## src/rtl/window_match_fsm_pkg.sv

```systemverilog
// Shared state encodings, compare modes and the window compare function for window_match_fsm.
package window_match_pkg;

   typedef enum logic {
      ST_IDLE = 1'b0,
      ST_RUN  = 1'b1
   } state_t;

   localparam int MODE_EXACT    = 0;
   localparam int MODE_AT_LEAST = 1;
   localparam int MODE_AT_MOST  = 2;

   // Decides whether a completed window's ones count is a match under the selected mode.
   function automatic logic cmp(input int tot, input int target, input int mode);
      logic res;
      res = 1'b0;
      case (mode)
         MODE_EXACT:    res = (tot == target);
         MODE_AT_LEAST: res = (tot >= target);
         MODE_AT_MOST:  res = (tot <= target);
         default:       res = 1'b0;
      endcase
      return res;
   endfunction

endpackage

```

## src/rtl/window_match_fsm_counter.sv

```systemverilog
// Sample index and ones accumulator for one window; clr has priority over en.
module window_counter #(
   parameter int WIN_LEN = 3,
   parameter int CNT_W   = $clog2(WIN_LEN + 1)
) (
   input  logic             clk,
   input  logic             reset,
   input  logic             clr,
   input  logic             en,
   input  logic             w,
   output logic             last,
   output logic [CNT_W-1:0] tot
);

   localparam logic [CNT_W-1:0] LAST_IDX = CNT_W'(WIN_LEN - 1);

   logic [CNT_W-1:0] idx_q, idx_d;
   logic [CNT_W-1:0] ones_q, ones_d;

   assign last = (idx_q == LAST_IDX);
   assign tot  = ones_q + CNT_W'(w);

   // The last sample wraps both registers so the next window starts without a gap.
   always_comb begin
      idx_d  = idx_q;
      ones_d = ones_q;
      if (clr) begin
         idx_d  = '0;
         ones_d = '0;
      end else if (en) begin
         if (last) begin
            idx_d  = '0;
            ones_d = '0;
         end else begin
            idx_d  = idx_q + CNT_W'(1);
            ones_d = tot;
         end
      end
   end

   always_ff @(posedge clk or posedge reset) begin
      if (reset) begin
         idx_q  <= '0;
         ones_q <= '0;
      end else begin
         idx_q  <= idx_d;
         ones_q <= ones_d;
      end
   end

endmodule

```

## src/rtl/window_match_fsm.sv

```systemverilog
// Armed window detector: counts w=1 samples over back-to-back WIN_LEN windows and pulses z on a match.
// Optional saturating match statistics are enabled by defining WMF_STATS_EN.
module window_match_fsm
   import window_match_pkg::*;
#(
   parameter int WIN_LEN = 3,
   parameter int TARGET  = 2,
   parameter int MODE    = 0,
   parameter int STAT_W  = 16
) (
   input  logic clk,
   input  logic reset,
   input  logic s,
   input  logic stop,
   input  logic w,
   output logic z,
   output logic win_done,
   output logic busy
`ifdef WMF_STATS_EN
   ,output logic [STAT_W-1:0] match_cnt
`endif
);

   localparam int CNT_W = $clog2(WIN_LEN + 1);

   if (WIN_LEN < 1) begin : g_badWinLen
      $error("window_match_fsm: WIN_LEN must be >= 1");
   end
   if (TARGET > WIN_LEN) begin : g_badTarget
      $error("window_match_fsm: TARGET must be <= WIN_LEN");
   end
   if (MODE < 0 || MODE > 2) begin : g_badMode
      $error("window_match_fsm: MODE must be 0, 1 or 2");
   end
   if (STAT_W < 1) begin : g_badStatW
      $error("window_match_fsm: STAT_W must be >= 1");
   end

   state_t           state_q;
   logic             z_q;
   logic             winDone_q;
   logic             busy_q;
   logic             cntClr;
   logic             cntEn;
   logic             cntLast;
   logic [CNT_W-1:0] cntTot;
   logic             windowMatch;
   logic             armEdge;

   // Holding the counter clear in IDLE means the arming edge never takes a sample.
   assign cntClr      = stop | (state_q == ST_IDLE);
   assign cntEn       = (state_q == ST_RUN) & ~stop;
   assign windowMatch = cmp(int'(32'(cntTot)), TARGET, MODE);
   assign armEdge     = (state_q == ST_IDLE) & s & ~stop;

   window_counter #(
      .WIN_LEN (WIN_LEN),
      .CNT_W   (CNT_W)
   ) u_counter (
      .clk   (clk),
      .reset (reset),
      .clr   (cntClr),
      .en    (cntEn),
      .w     (w),
      .last  (cntLast),
      .tot   (cntTot)
   );

   // stop wins over everything, including a coincident last sample and an arm request.
   always_ff @(posedge clk or posedge reset) begin
      if (reset) begin
         state_q   <= ST_IDLE;
         z_q       <= 1'b0;
         winDone_q <= 1'b0;
         busy_q    <= 1'b0;
      end else begin
         z_q       <= 1'b0;
         winDone_q <= 1'b0;
         if (stop) begin
            state_q <= ST_IDLE;
            busy_q  <= 1'b0;
         end else begin
            case (state_q)
               ST_IDLE: begin
                  if (s) begin
                     state_q <= ST_RUN;
                     busy_q  <= 1'b1;
                  end
               end
               ST_RUN: begin
                  if (cntLast) begin
                     z_q       <= windowMatch;
                     winDone_q <= 1'b1;
                  end
               end
               default: begin
                  state_q <= ST_IDLE;
                  busy_q  <= 1'b0;
               end
            endcase
         end
      end
   end

   assign z        = z_q;
   assign win_done = winDone_q;
   assign busy     = busy_q;

`ifdef WMF_STATS_EN
   logic [STAT_W-1:0] matchCnt_q;

   // Restarts on every arming edge, holds in IDLE, and saturates instead of wrapping.
   always_ff @(posedge clk or posedge reset) begin
      if (reset) begin
         matchCnt_q <= '0;
      end else if (armEdge) begin
         matchCnt_q <= '0;
      end else if (cntEn && cntLast && windowMatch && (matchCnt_q != '1)) begin
         matchCnt_q <= matchCnt_q + STAT_W'(1);
      end
   end

   assign match_cnt = matchCnt_q;
`else
   logic unusedArm;
   assign unusedArm = armEdge;
`endif

endmodule
```

## config.mk

```make
export PLATFORM = sky130hd
export DESIGN_NAME = window_match_fsm
export DESIGN_NICKNAME = d
export VERILOG_FILES = /design/src/rtl/window_match_fsm_pkg.sv /design/src/rtl/window_match_fsm_counter.sv /design/src/rtl/window_match_fsm.sv
export SDC_FILE = /design/constraint.sdc
export NUM_CORES = 1
export LEC_CHECK = 0
export BUFFER_PORTS_ARGS = -buffer_cell sky130_fd_sc_hd__buf_4
export CAP_MARGIN = 5
export CORE_AREA = 4 4 41 43
export DETAILED_ROUTE_END_ITERATION = 8
export DIE_AREA = 0 0 45 47
export PLACE_DENSITY_LB_ADDON = 0.3
export SETUP_SLACK_MARGIN = 0.4
export SKIP_CTS_REPAIR_TIMING = 1
export SLEW_MARGIN = 20
export SYNTH_ARGS = -nofsm -noshare
export SYNTH_HDL_FRONTEND = slang
export SYNTH_SLANG_ARGS = --single-unit
```

## constraint.sdc

```tcl
create_clock -name clk -period 0.95 [get_ports clk]
set_input_delay 0.0475 -clock clk [delete_from_list [all_inputs] [get_ports clk]]
set_output_delay 0.0475 -clock clk [all_outputs]
set_load 0.02 [all_outputs]
```

# ---- Word level (Yosys, flattened, before mapping)
# Index checks and enable logic that the tools add are counted.
dict set report op_classes {
  n_addsub 2
  eq_ne 3
  muxes 18
  n_bitwise 4
  reduce_logical 3
}
# operator n
set op_table {}
lappend op_table {{$mux W1} 12}
lappend op_table {{$mux W2} 6}
lappend op_table {{$eq A2 B2 Y1 const B} 2}
lappend op_table {{$reduce_bool A2 Y1} 2}
lappend op_table {{$add A2 B1 Y2} 1}
lappend op_table {{$add A2 B1 Y2 const B} 1}
lappend op_table {{$ne A2 B2 Y1 const B} 1}
lappend op_table {{$not A1 Y1} 2}
lappend op_table {{$reduce_and A2 Y1} 1}
lappend op_table {{$and A1 B1 Y1} 1}
lappend op_table {{$or A1 B1 Y1} 1}
dict set report word_totals {
  reg_bits 8
  in_bits 5
  out_inout_bits 3
}

# ---- Depth between registers and ports, before layout
# Gate-level depths: netlist of run 1.
dict set report logic_depth {
  ltp_word 5
  ltp_mapped 3
  depth_no_buf 3
}

# ---- Hierarchy
# From an unflattened synthesis of run 1, not the netlist that was laid out.
dict set report hier_totals {
  hier_cells 37
  hier_area_um2 367.9
}
# module instances cells_per_inst area_per_inst_um2 seq_area_each_um2
set modules_own_cells {}
lappend modules_own_cells {window_counter 1 23 214.0 100.1}
lappend modules_own_cells {window_match_fsm 1 14 153.9 100.1}

# ---- Least setup slack after synthesis of run 1
# Ideal clock, no wire load.
dict set report synth_timing {
  path_kind {register -> register}
  startpoint {reg u_counter.ones_q[0]}
  endpoint {reg z_q, in the netlist z}
  setup_ns 0.094
  t_arrival_ns 0.900
  required_ns 0.856
  slack_ns -0.044
  path_stages_with_launch 3
  path_buffers 0
  cell_sequence {dfrtp_1 ha_1 nor4b_4}
}
dict set report synth_via {
  elab_chain_len 5
}
# element line
set synth_rtl {}
lappend synth_rtl {{from (decl)} window_match_fsm_counter.sv:18} ;# logic [CNT_W-1:0] ones_q, ones_d;
lappend synth_rtl {{from (signal assigned)} window_match_fsm_counter.sv:47} ;# ones_q <= ones_d;
lappend synth_rtl {{$add A2 B1 Y2} window_match_fsm_counter.sv:21} ;# assign tot = ones_q + CNT_W'(w);
lappend synth_rtl {{$eq A2 B2 Y1} window_match_fsm_pkg.sv:18} ;# MODE_EXACT: res = (tot == target);
lappend synth_rtl {{$mux W1} window_match_fsm.sv:91} ;# if (cntLast) begin
lappend synth_rtl {{$mux W1} window_match_fsm.sv:83} ;# case (state_q)
lappend synth_rtl {{$mux W1} window_match_fsm.sv:79} ;# if (stop) begin
lappend synth_rtl {{to (signal assigned)} window_match_fsm.sv:92} ;# z_q <= windowMatch;
lappend synth_rtl {{to (decl)} window_match_fsm.sv:40} ;# logic z_q;
# No other way between the ends.
# A chain may end at the register's enable or synchronous reset.

# ---- Final worst setup path of run 1
# Ends and elaborated chain as after synthesis.

==> impl_metrics.env, run 1 <==
export IMPL_status="complete, but fails checks"
export IMPL_violations="negative hold slack, negative setup slack"
export IMPL_fp_coreArea_um2=1300
export IMPL_initial_core_util_pct=25.6
export IMPL_ys_seq_elements=8
export IMPL_cp_startpoint="u_counter.ones_q[0]$_DFF_PP0_"
export IMPL_r2r_slack_ns=-0.06
export IMPL_r2r_start="u_counter.ones_q[0]$_DFF_PP0_"
export IMPL_setup_viol=1
export IMPL_r2r_end="z$_DFF_PP0_"
export IMPL_final_core_util_pct=36.6
export IMPL_yosysUniqueCellTypes=13
export IMPL_worstRegToRegCells=3
export IMPL_cts_root_buf="clkbuf_4"
export IMPL_min_path_type="input pin to async pin"
export IMPL_finalCritPeriodShare_pct=106
export IMPL_crit_end="z$_DFF_PP0_"
export IMPL_ctsHtreeMaxLevel=1
export IMPL_syn_nets=30
export IMPL_critPathCaptureType="register"
export IMPL_grt_pass1_vias=222
export IMPL_path_clk_slew_ns=0.05
export IMPL_insertion_delay_ns=0.25
export IMPL_synth_fa_ha_area_share_pct=3.76
export IMPL_final_net_count=43
export IMPL_worstPathMaxFanout=2
export IMPL_fin_ws_ns=-0.0569
export IMPL_n_antenna_cell=0
export IMPL_fin_crit_ns=1.01
export IMPL_cp_required_ns=1.11
export IMPL_rsz0062_at_grt="yes"
export IMPL_arrival_ns=1.16
export IMPL_globalplace_congestion=0.580
export IMPL_grt_antenna_before_repair=0
export IMPL_chipHeight_um=47
export IMPL_syn_area_um2=333
export IMPL_cts_tree="done"
export IMPL_maxCapViolations=0
export IMPL_ios=8
export IMPL_skew_ns=0.00175
export IMPL_synth_compound_area_share_pct=1.50
export IMPL_die_x_um=45
export IMPL_drtIter0Drc=0
export IMPL_crit_type="register to register"
export IMPL_slew_headroom_pct=80.6
export IMPL_area_delta_synth_final_pct=43.2
export IMPL_syn_inst=24
export IMPL_cts_sinks=8
export IMPL_synth_simple_area_share_pct=29.7
export IMPL_cp_start_kind="register"
export IMPL_power_density_nw_per_um2=1460
export IMPL_ys_seq_area_share_pct=60.2
export IMPL_synth_top_family_by_area="simple AND/OR/NAND/NOR gates"
export IMPL_track_usage_pct=6.49
export IMPL_dieArea_um2=2120
export IMPL_grt_overflow=0
export IMPL_firstDrtPassIters=1
export IMPL_port_buffers=7
export IMPL_max_freq_mhz=993
export IMPL_grt_pass1_wl_um=862
export IMPL_wirelength_um=533
export IMPL_dr_total_vias=213
export IMPL_cts_buffer_depth=2
export IMPL_drive_gt1_share_pct=48.6
export IMPL_drt_vias_per_instance=4.26
export IMPL_synth_mux_area_share_pct=0
export IMPL_peakVddDrop_uv=555
export IMPL_ys_warn_count=0
export IMPL_synth_xor_area_share_pct=2.63
export IMPL_drc=0
export IMPL_grt_max_degree=9
export IMPL_syn_avg_cell_area_um2=13.9
export IMPL_cts_made_buffers=3
export IMPL_rows=13
export IMPL_hold_viol=10
export IMPL_hold_ws_ns=-0.262
export IMPL_tightestPinTransition_ns=0.290
export IMPL_p_leak_nw=0.223
export IMPL_post_drt_wl_per_cell_um=10.7
export IMPL_final_max_slew_viol_count=0
export IMPL_final_antenna_net_count=0
-- critical path, cell delays in order, from the launching register on --
cell and delay (ns):
dfrtp_1 0.39, ha_4 0.18, xnor2_4 0.13, nor4b_4 0.21
-- flip-flops by register name (all words and copies together) (netlist names) --
| name | flops |
|---|---|
| win_done | 1 |
| busy | 1 |
| z | 1 |
| u_counter.idx_q | 2 |
| state_q | 1 |
| u_counter.ones_q | 2 |
-- cells by family (layout without fill, tap and decap cells) --
group           after synthesis  in the layout
xor+xnor                      1              1
compound gates                1              1
simple gates                 11             11
flops                         8              8
fa+ha+maj                     1              1
buf+inv                       2             13
-- report_power, final --
part | internal [W] | total, W | leakage [nW] | switching, W
Combinational | 0.0000440 | 0.0000782 | 0.102 | 0.0000342
Clock | 0.000144 | 0.000253 | 0.0138 | 0.000109
Sequential | 0.000352 | 0.000363 | 0.108 | 0.0000107
-- how the worst min path moves through the flow --
stage,start,to,slack [ns]
CTS,reset,state_q$_DFF_PP0_,-0.26
detailed placement,reset,state_q$_DFF_PP0_,0.01
global placement,reset,state_q$_DFF_PP0_,0.005
global route,reset,state_q$_DFF_PP0_,-0.23
finish,reset,state_q$_DFF_PP0_,-0.26
floorplan,reset,busy$_DFFE_PP0P_,-0.14
-- metal layers --
metal	vias to the layer above	GRT usage, %	part of all wire (%)
li1	105	-	-
met3	0	3.45	8.3
met5	-	0	0
met1	101	5.45	41
met2	7	9.60	51
met4	0	8.77	0
-- layout make-up --
type | count | area, um2
Fill cell | 138 | 825
Tap cell | 15 | 18.8
Sequential cell | 8 | 200
Timing Repair Buffer | 8 | 71.3
Multi-Input combinational cell | 14 | 156
Clock buffer | 3 | 22.5
Inverter | 2 | 7.51
-- Yosys cell counts, drive strengths merged --
cell type,number,share of area [%]
a21oi,1,1.5
and2b,1,2.6
dfrtp,8,60
ha,1,3.8
inv,2,2.3
nand2b,2,6.0
nor2,2,2.3
nor2b,1,4.1
nor3,2,3.0
nor3b,2,4.5
nor4b,1,7.1
xnor2,1,2.6
-- metrics by stage --
| step | cell area [um2] | power, W | cells | TNS, ns | setup slack, ns |
|---|---|---|---|---|---|
| after global placement | 435 | 0.000438 | 46 | -0.0143 | -0.0143 |
| after global routing | 477 | 0.000731 | 50 | -0.167 | -0.0898 |
| after floorplan | 364 | 0.000413 | 24 | -0.00322 | -0.00322 |
| final | 477 | 0.000695 | 50 | -0.0569 | -0.0569 |
| after CTS | 458 | 0.000707 | 49 | -0.0652 | -0.0652 |
| after detailed placement | 435 | 0.000442 | 46 | -0.0488 | -0.0488 |
-- layout by cell type (no fill, tap or decap), drive strengths merged --
cell type  netlist  final
dfrtp            8      8
buf              0      8
clkbuf           0      3
nor3b            2      2
nor3             2      2
nor2             2      2
inv              2      2
nand2b           2      2
nor2b            1      1
xnor2            1      1
and2b            1      1
nor4b            1      1
a21oi            1      1
ha               1      1
Note: power is estimated with default switching activity, not from simulation.
==> run 2: changes to the inputs <==
--- a/config.mk
+++ b/config.mk
@@ -7,9 +7,9 @@
 export LEC_CHECK = 0
 export BUFFER_PORTS_ARGS = -buffer_cell sky130_fd_sc_hd__buf_4
 export CAP_MARGIN = 5
-export CORE_AREA = 4 4 41 43
+export CORE_AREA = 2 2 39 41
 export DETAILED_ROUTE_END_ITERATION = 8
-export DIE_AREA = 0 0 45 47
+export DIE_AREA = 0 0 41 43
 export PLACE_DENSITY_LB_ADDON = 0.3
 export SETUP_SLACK_MARGIN = 0.4
 export SKIP_CTS_REPAIR_TIMING = 1
==> constraint.sdc (replaced) <==
create_clock -name clk -period 0.8 [get_ports clk]
set_input_delay 0.04 -clock clk [delete_from_list [all_inputs] [get_ports clk]]
set_output_delay 0.04 -clock clk [all_outputs]
set_load 0.02 [all_outputs]
==> impl_metrics.env, run 2 (synthesis results as in run 1) <==
export IMPL_path_cells="ha_4, xnor2_4, nor4b_4"
export IMPL_fin_ws_ns=-0.190
export IMPL_insertion_delay_ns=0.26
export IMPL_cpPeakStageDelay_ns=0.39
export IMPL_nFillCells=139
export IMPL_fp_coreArea_um2=1380
export IMPL_r2r_slack_ns=-0.19
export IMPL_path_buf_inv=0
export IMPL_post_drt_wl_per_cell_um=11.1
export IMPL_die_x_um=41
export IMPL_port_buffers=7
export IMPL_track_usage_pct=9.14
export IMPL_globalplace_congestion=0.683
export IMPL_cp_required_ns=0.97
export IMPL_area_delta_synth_final_pct=47.4
export IMPL_cts_buffer_depth=2
export IMPL_cts_tree="done"
export IMPL_rows=14
export IMPL_dr_total_vias=219
export IMPL_p_switching_w=0.000212
export IMPL_violations="negative hold slack, negative setup slack"
export IMPL_tightestPinTransition_ns=0.310
export IMPL_worstPathMaxFanout=2
export IMPL_final_common_cell="dfrtp_1"
export IMPL_final_cell_mix="7 x dfrtp_1, 6 x buf_4, 3 x clkbuf_4, 3 x buf_6"
export IMPL_ctsHtreeMaxLevel=1
export IMPL_final_max_slew_viol_count=0
export IMPL_r2r_start="u_counter.ones_q[0]$_DFF_PP0_"
export IMPL_wirelength_um=590
export IMPL_p_sw_share_pct=24.2
export IMPL_seqPwrFrac_pct=49.4
export IMPL_min_path_type="input pin to async pin"
export IMPL_intPower_w=0.000663
export IMPL_chipHeight_um=43
export IMPL_peakVddDrop_uv=788
export IMPL_skew_ns=0.00667
export IMPL_grtUsageMet1_pct=11.3
export IMPL_grt_overflow=0
export IMPL_critPathSlowestCell="dfrtp_1"
export IMPL_grt_pass1_vias=248
export IMPL_dieArea_um2=1760
export IMPL_fin_crit_ns=0.990
export IMPL_drtIter0Drc=0
export IMPL_dp_cells=49
export IMPL_slew_headroom_pct=79.3
export IMPL_worstRegToRegCells=3
export IMPL_arrival_ns=1.16
export IMPL_drc=0
export IMPL_max_freq_mhz=1010
export IMPL_gr_max_usage_layer="met2"
export IMPL_cp_top_family="flip-flops"
export IMPL_r2r_end="z$_DFF_PP0_"
export IMPL_finalCritPeriodShare_pct=124
export IMPL_drt_vias_per_instance=4.13
export IMPL_status="complete, but fails checks"
export IMPL_met2_usage_pct=12.8
export IMPL_cts_root_buf="clkbuf_4"
export IMPL_final_net_count=44
export IMPL_firstDrtPassIters=1
export IMPL_top_regs="u_counter.idx_q: 2 flops, u_counter.ones_q: 2 flops"
export IMPL_n_antenna_cell=0
export IMPL_grt_max_degree=9
export IMPL_initial_core_util_pct=24.1
export IMPL_crit_type="register to register"
export IMPL_cp_start_kind="register"
export IMPL_dp_hpwl_um=435
export IMPL_p_leak_nw=0.229
export IMPL_final_cells=53
export IMPL_rsz0062_at_grt="yes"
export IMPL_path_clk_slew_ns=0.06
export IMPL_final_antenna_net_count=0
export IMPL_drive_gt1_share_pct=51.4
export IMPL_hold_viol=10
export IMPL_critPathCaptureType="register"
export IMPL_cts_sinks=8
export IMPL_use_met3_pct=1.57
export IMPL_setup_viol=6
export IMPL_maxCapViolations=0
export IMPL_clkPwrFrac_pct=39.9
export IMPL_hold_ws_ns=-0.275
export IMPL_power_density_nw_per_um2=1780
export IMPL_p_comb_share_pct=10.7
export IMPL_grt_antenna_before_repair=0
export IMPL_cts_made_buffers=3
export IMPL_grt_pass1_wl_um=1030
export IMPL_ios=8
==> run 2: area by class of cell <==
type                            count  area [um2]  share of cell area [%]
Clock buffer                        4        26.3                    5.36
Inverter                            2        7.51                    1.53
Multi-Input combinational cell     14         156                    31.9
Sequential cell                     8         201                    41.1
Tap cell                           16        20.0                    4.08
Timing Repair Buffer                9        78.8                    16.1
==> run 2: worst max-delay path by stage <==
stage	slack [ns]	cells past startpoint	endpoint	startpoint
3_3_place_gp	-0.16	3	z$_DFF_PP0_	u_counter.ones_q[0]$_DFF_PP0_
5_1_grt	-0.23	3	z$_DFF_PP0_	u_counter.ones_q[0]$_DFF_PP0_
3_5_place_dp	-0.19	3	z$_DFF_PP0_	u_counter.ones_q[0]$_DFF_PP0_
6_report	-0.19	3	z$_DFF_PP0_	u_counter.ones_q[0]$_DFF_PP0_
2_1_floorplan	-0.15	3	z$_DFF_PP0_	u_counter.ones_q[0]$_DFF_PP0_
4_1_cts	-0.21	3	z$_DFF_PP0_	u_counter.ones_q[0]$_DFF_PP0_
==> run 2: metrics by stage <==
| stage | power [W] | cell area [um2] | util (%) | TNS, ns | setup WS, ns |
|---|---|---|---|---|---|
| floorplan | 0.000492 | 365 | - | -0.338 | -0.153 |
| global route | 0.000921 | 490 | 35.4 | -1.01 | -0.230 |
| detailed placement | 0.000532 | 453 | 32.7 | -0.522 | -0.191 |
| CTS | 0.000885 | 479 | 34.6 | -0.701 | -0.209 |
| global placement | 0.000526 | 453 | 32.7 | -0.409 | -0.164 |
| finish | 0.000875 | 490 | 35.4 | -0.577 | -0.190 |
==> run 2: power by group through the flow <==
stage	Clock, W	Combinational (W)	Sequential, W
after CTS	0.000360	0.0000939	0.000431
final	0.000349	0.0000940	0.000432
after global routing	0.000384	0.000104	0.000433
after floorplan	0	0.0000494	0.000442
after global placement	0	0.0000892	0.000437
after detailed placement	0	0.0000936	0.000439
==> run 2: metal layers <==
| metal | part of all wire (%) | wire [um] |
|---|---|---|
| met1 | 40 | 236 |
| met2 | 52 | 309 |
| met3 | 7.3 | 43 |
| met4 | 0 | 0 |
| met5 | 0 | 0 |
==> run 3: changes to the inputs <==
--- a/config.mk
+++ b/config.mk
@@ -10,7 +10,6 @@
 export CORE_AREA = 2 2 39 41
 export DETAILED_ROUTE_END_ITERATION = 8
 export DIE_AREA = 0 0 41 43
-export PLACE_DENSITY_LB_ADDON = 0.3
 export SETUP_SLACK_MARGIN = 0.4
 export SKIP_CTS_REPAIR_TIMING = 1
 export SLEW_MARGIN = 20
==> impl_metrics.env, run 3 (synthesis results as in run 1) <==
export IMPL_dr_total_vias=225
export IMPL_cp_required_ns=0.96
export IMPL_drc=0
export IMPL_wl_met3_um=36
export IMPL_max_freq_mhz=983
export IMPL_final_max_slew_viol_count=0
export IMPL_status="complete, but fails checks"
export IMPL_drt_vias_per_instance=4.17
export IMPL_power_density_nw_per_um2=1700
export IMPL_track_usage_pct=10.6
export IMPL_die_x_um=41
export IMPL_slew_headroom_pct=79.9
export IMPL_r2r_end="z$_DFF_PP0_"
export IMPL_clkPwrFrac_pct=37.7
export IMPL_top_regs="u_counter.idx_q: 2 flops, u_counter.ones_q: 2 flops"
export IMPL_final_cell_mix="7 x buf_4, 7 x dfrtp_1, 3 x clkbuf_4, 3 x buf_6"
export IMPL_grt_pass1_wl_um=1150
export IMPL_crit_type="register to register"
export IMPL_top_layer="met3"
export IMPL_met1Wirelength_um=237
export IMPL_ctsHtreeMaxLevel=1
export IMPL_maxCapViolations=0
export IMPL_finalCritPeriodShare_pct=127
export IMPL_drtIter0Drc=0
export IMPL_fin_ws_ns=-0.217
export IMPL_seqPwrFrac_pct=49.5
export IMPL_path_clk_slew_ns=0.06
export IMPL_skew_ns=0.00320
export IMPL_dp_hpwl_um=506
export IMPL_cts_tree="done"
export IMPL_fp_coreArea_um2=1380
export IMPL_hold_viol=10
export IMPL_r2r_start="u_counter.ones_q[0]$_DFF_PP0_"
export IMPL_insertion_delay_ns=0.25
export IMPL_dieArea_um2=1760
export IMPL_violations="negative hold slack, negative setup slack"
export IMPL_chipHeight_um=43
export IMPL_worstPathMaxFanout=2
export IMPL_tns_ns=-0.645
export IMPL_wirelength_um=639
export IMPL_cts_root_buf="clkbuf_4"
export IMPL_post_drt_wl_per_cell_um=11.8
export IMPL_port_buffers=7
export IMPL_cts_sinks=8
export IMPL_final_net_count=45
export IMPL_globalplace_congestion=0.604
export IMPL_area_delta_synth_final_pct=53.8
export IMPL_wl_met2_um=365
export IMPL_r2r_slack_ns=-0.22
export IMPL_critPathCaptureType="register"
export IMPL_cts_buffer_depth=2
export IMPL_grt_max_degree=9
export IMPL_grt_overflow=0
export IMPL_firstDrtPassIters=1
export IMPL_p_comb_share_pct=12.8
export IMPL_setup_viol=6
export IMPL_worstRegToRegCells=3
export IMPL_min_path_type="input pin to async pin"
export IMPL_total_power_w=0.000872
export IMPL_fin_crit_ns=1.02
export IMPL_p_leak_nw=0.238
export IMPL_p_switching_w=0.000200
export IMPL_hold_ws_ns=-0.268
export IMPL_arrival_ns=1.18
export IMPL_tightestPinTransition_ns=0.301
export IMPL_ios=8
export IMPL_final_antenna_net_count=0
export IMPL_peakVddDrop_uv=816
export IMPL_rows=14
export IMPL_drive_gt1_share_pct=60.5
export IMPL_cp_start_kind="register"
export IMPL_intPower_w=0.000672
export IMPL_grt_antenna_before_repair=0
export IMPL_dp_slack_ns=-0.218
export IMPL_grt_pass1_vias=285
export IMPL_dp_cells=49
export IMPL_nFillCells=138
export IMPL_n_antenna_cell=0
export IMPL_cts_made_buffers=3
export IMPL_rsz0062_at_grt="yes"
export IMPL_initial_core_util_pct=24.1
export IMPL_p_sw_share_pct=22.9
export IMPL_final_cells=54
==> run 3: changes by cell type in the layout (fill, tap and decap cells not counted), sizes merged <==
| cell | previous run | this run |
|---|---|---|
| buf | 9 | 10 |
==> run 3: cell type report <==
type	instances	area [um2]	share of cell area, %
Clock buffer	4	26.3	5.13
Multi-Input combinational cell	14	170	33.3
Inverter	2	7.51	1.47
Sequential cell	8	201	39.4
Tap cell	16	20.0	3.91
Timing Repair Buffer	10	86.3	16.9
==> run 3: how the worst max path moves through the flow <==
stage	cells past startpoint	from	to	slack [ns]
2_1_floorplan	3	u_counter.ones_q[0]$_DFF_PP0_	z$_DFF_PP0_	-0.15
3_3_place_gp	3	u_counter.ones_q[0]$_DFF_PP0_	z$_DFF_PP0_	-0.16
3_5_place_dp	3	u_counter.ones_q[0]$_DFF_PP0_	z$_DFF_PP0_	-0.22
4_1_cts	3	u_counter.ones_q[0]$_DFF_PP0_	z$_DFF_PP0_	-0.23
5_1_grt	3	u_counter.ones_q[0]$_DFF_PP0_	z$_DFF_PP0_	-0.27
6_report	3	u_counter.ones_q[0]$_DFF_PP0_	z$_DFF_PP0_	-0.22
==> run 3: power by group through the flow <==
stage          registers, W  clock network [W]  logic [W]
6_report           0.000431           0.000329   0.000111
5_1_grt            0.000432           0.000380   0.000124
4_1_cts            0.000432           0.000345  0.0000949
3_5_place_dp       0.000439                  0  0.0000942
3_3_place_gp       0.000437                  0  0.0000880
2_1_floorplan      0.000442                  0  0.0000494
==> run 3: stage by stage <==
step | cell area (um2) | utilization, %
final | 512 | 37.0
after global routing | 512 | 37.0
after CTS | 479 | 34.6
after detailed placement | 453 | 32.7
after global placement | 453 | 32.7
after floorplan | 365 | -
==> run 3: critical path, cell delays in order (launching register included) <==
cell     delay (ns)
dfrtp_1        0.40
ha_4           0.18
xnor2_4        0.13
nor4b_4        0.21
==> run 3: layer usage <==
| metal | up-vias | track usage [%] |
|---|---|---|
| met5 | - | 0 |
| met4 | 0 | 6.00 |
| met3 | 0 | 4.71 |
| met2 | 8 | 16.6 |
| met1 | 111 | 11.0 |
| li1 | 106 | - |
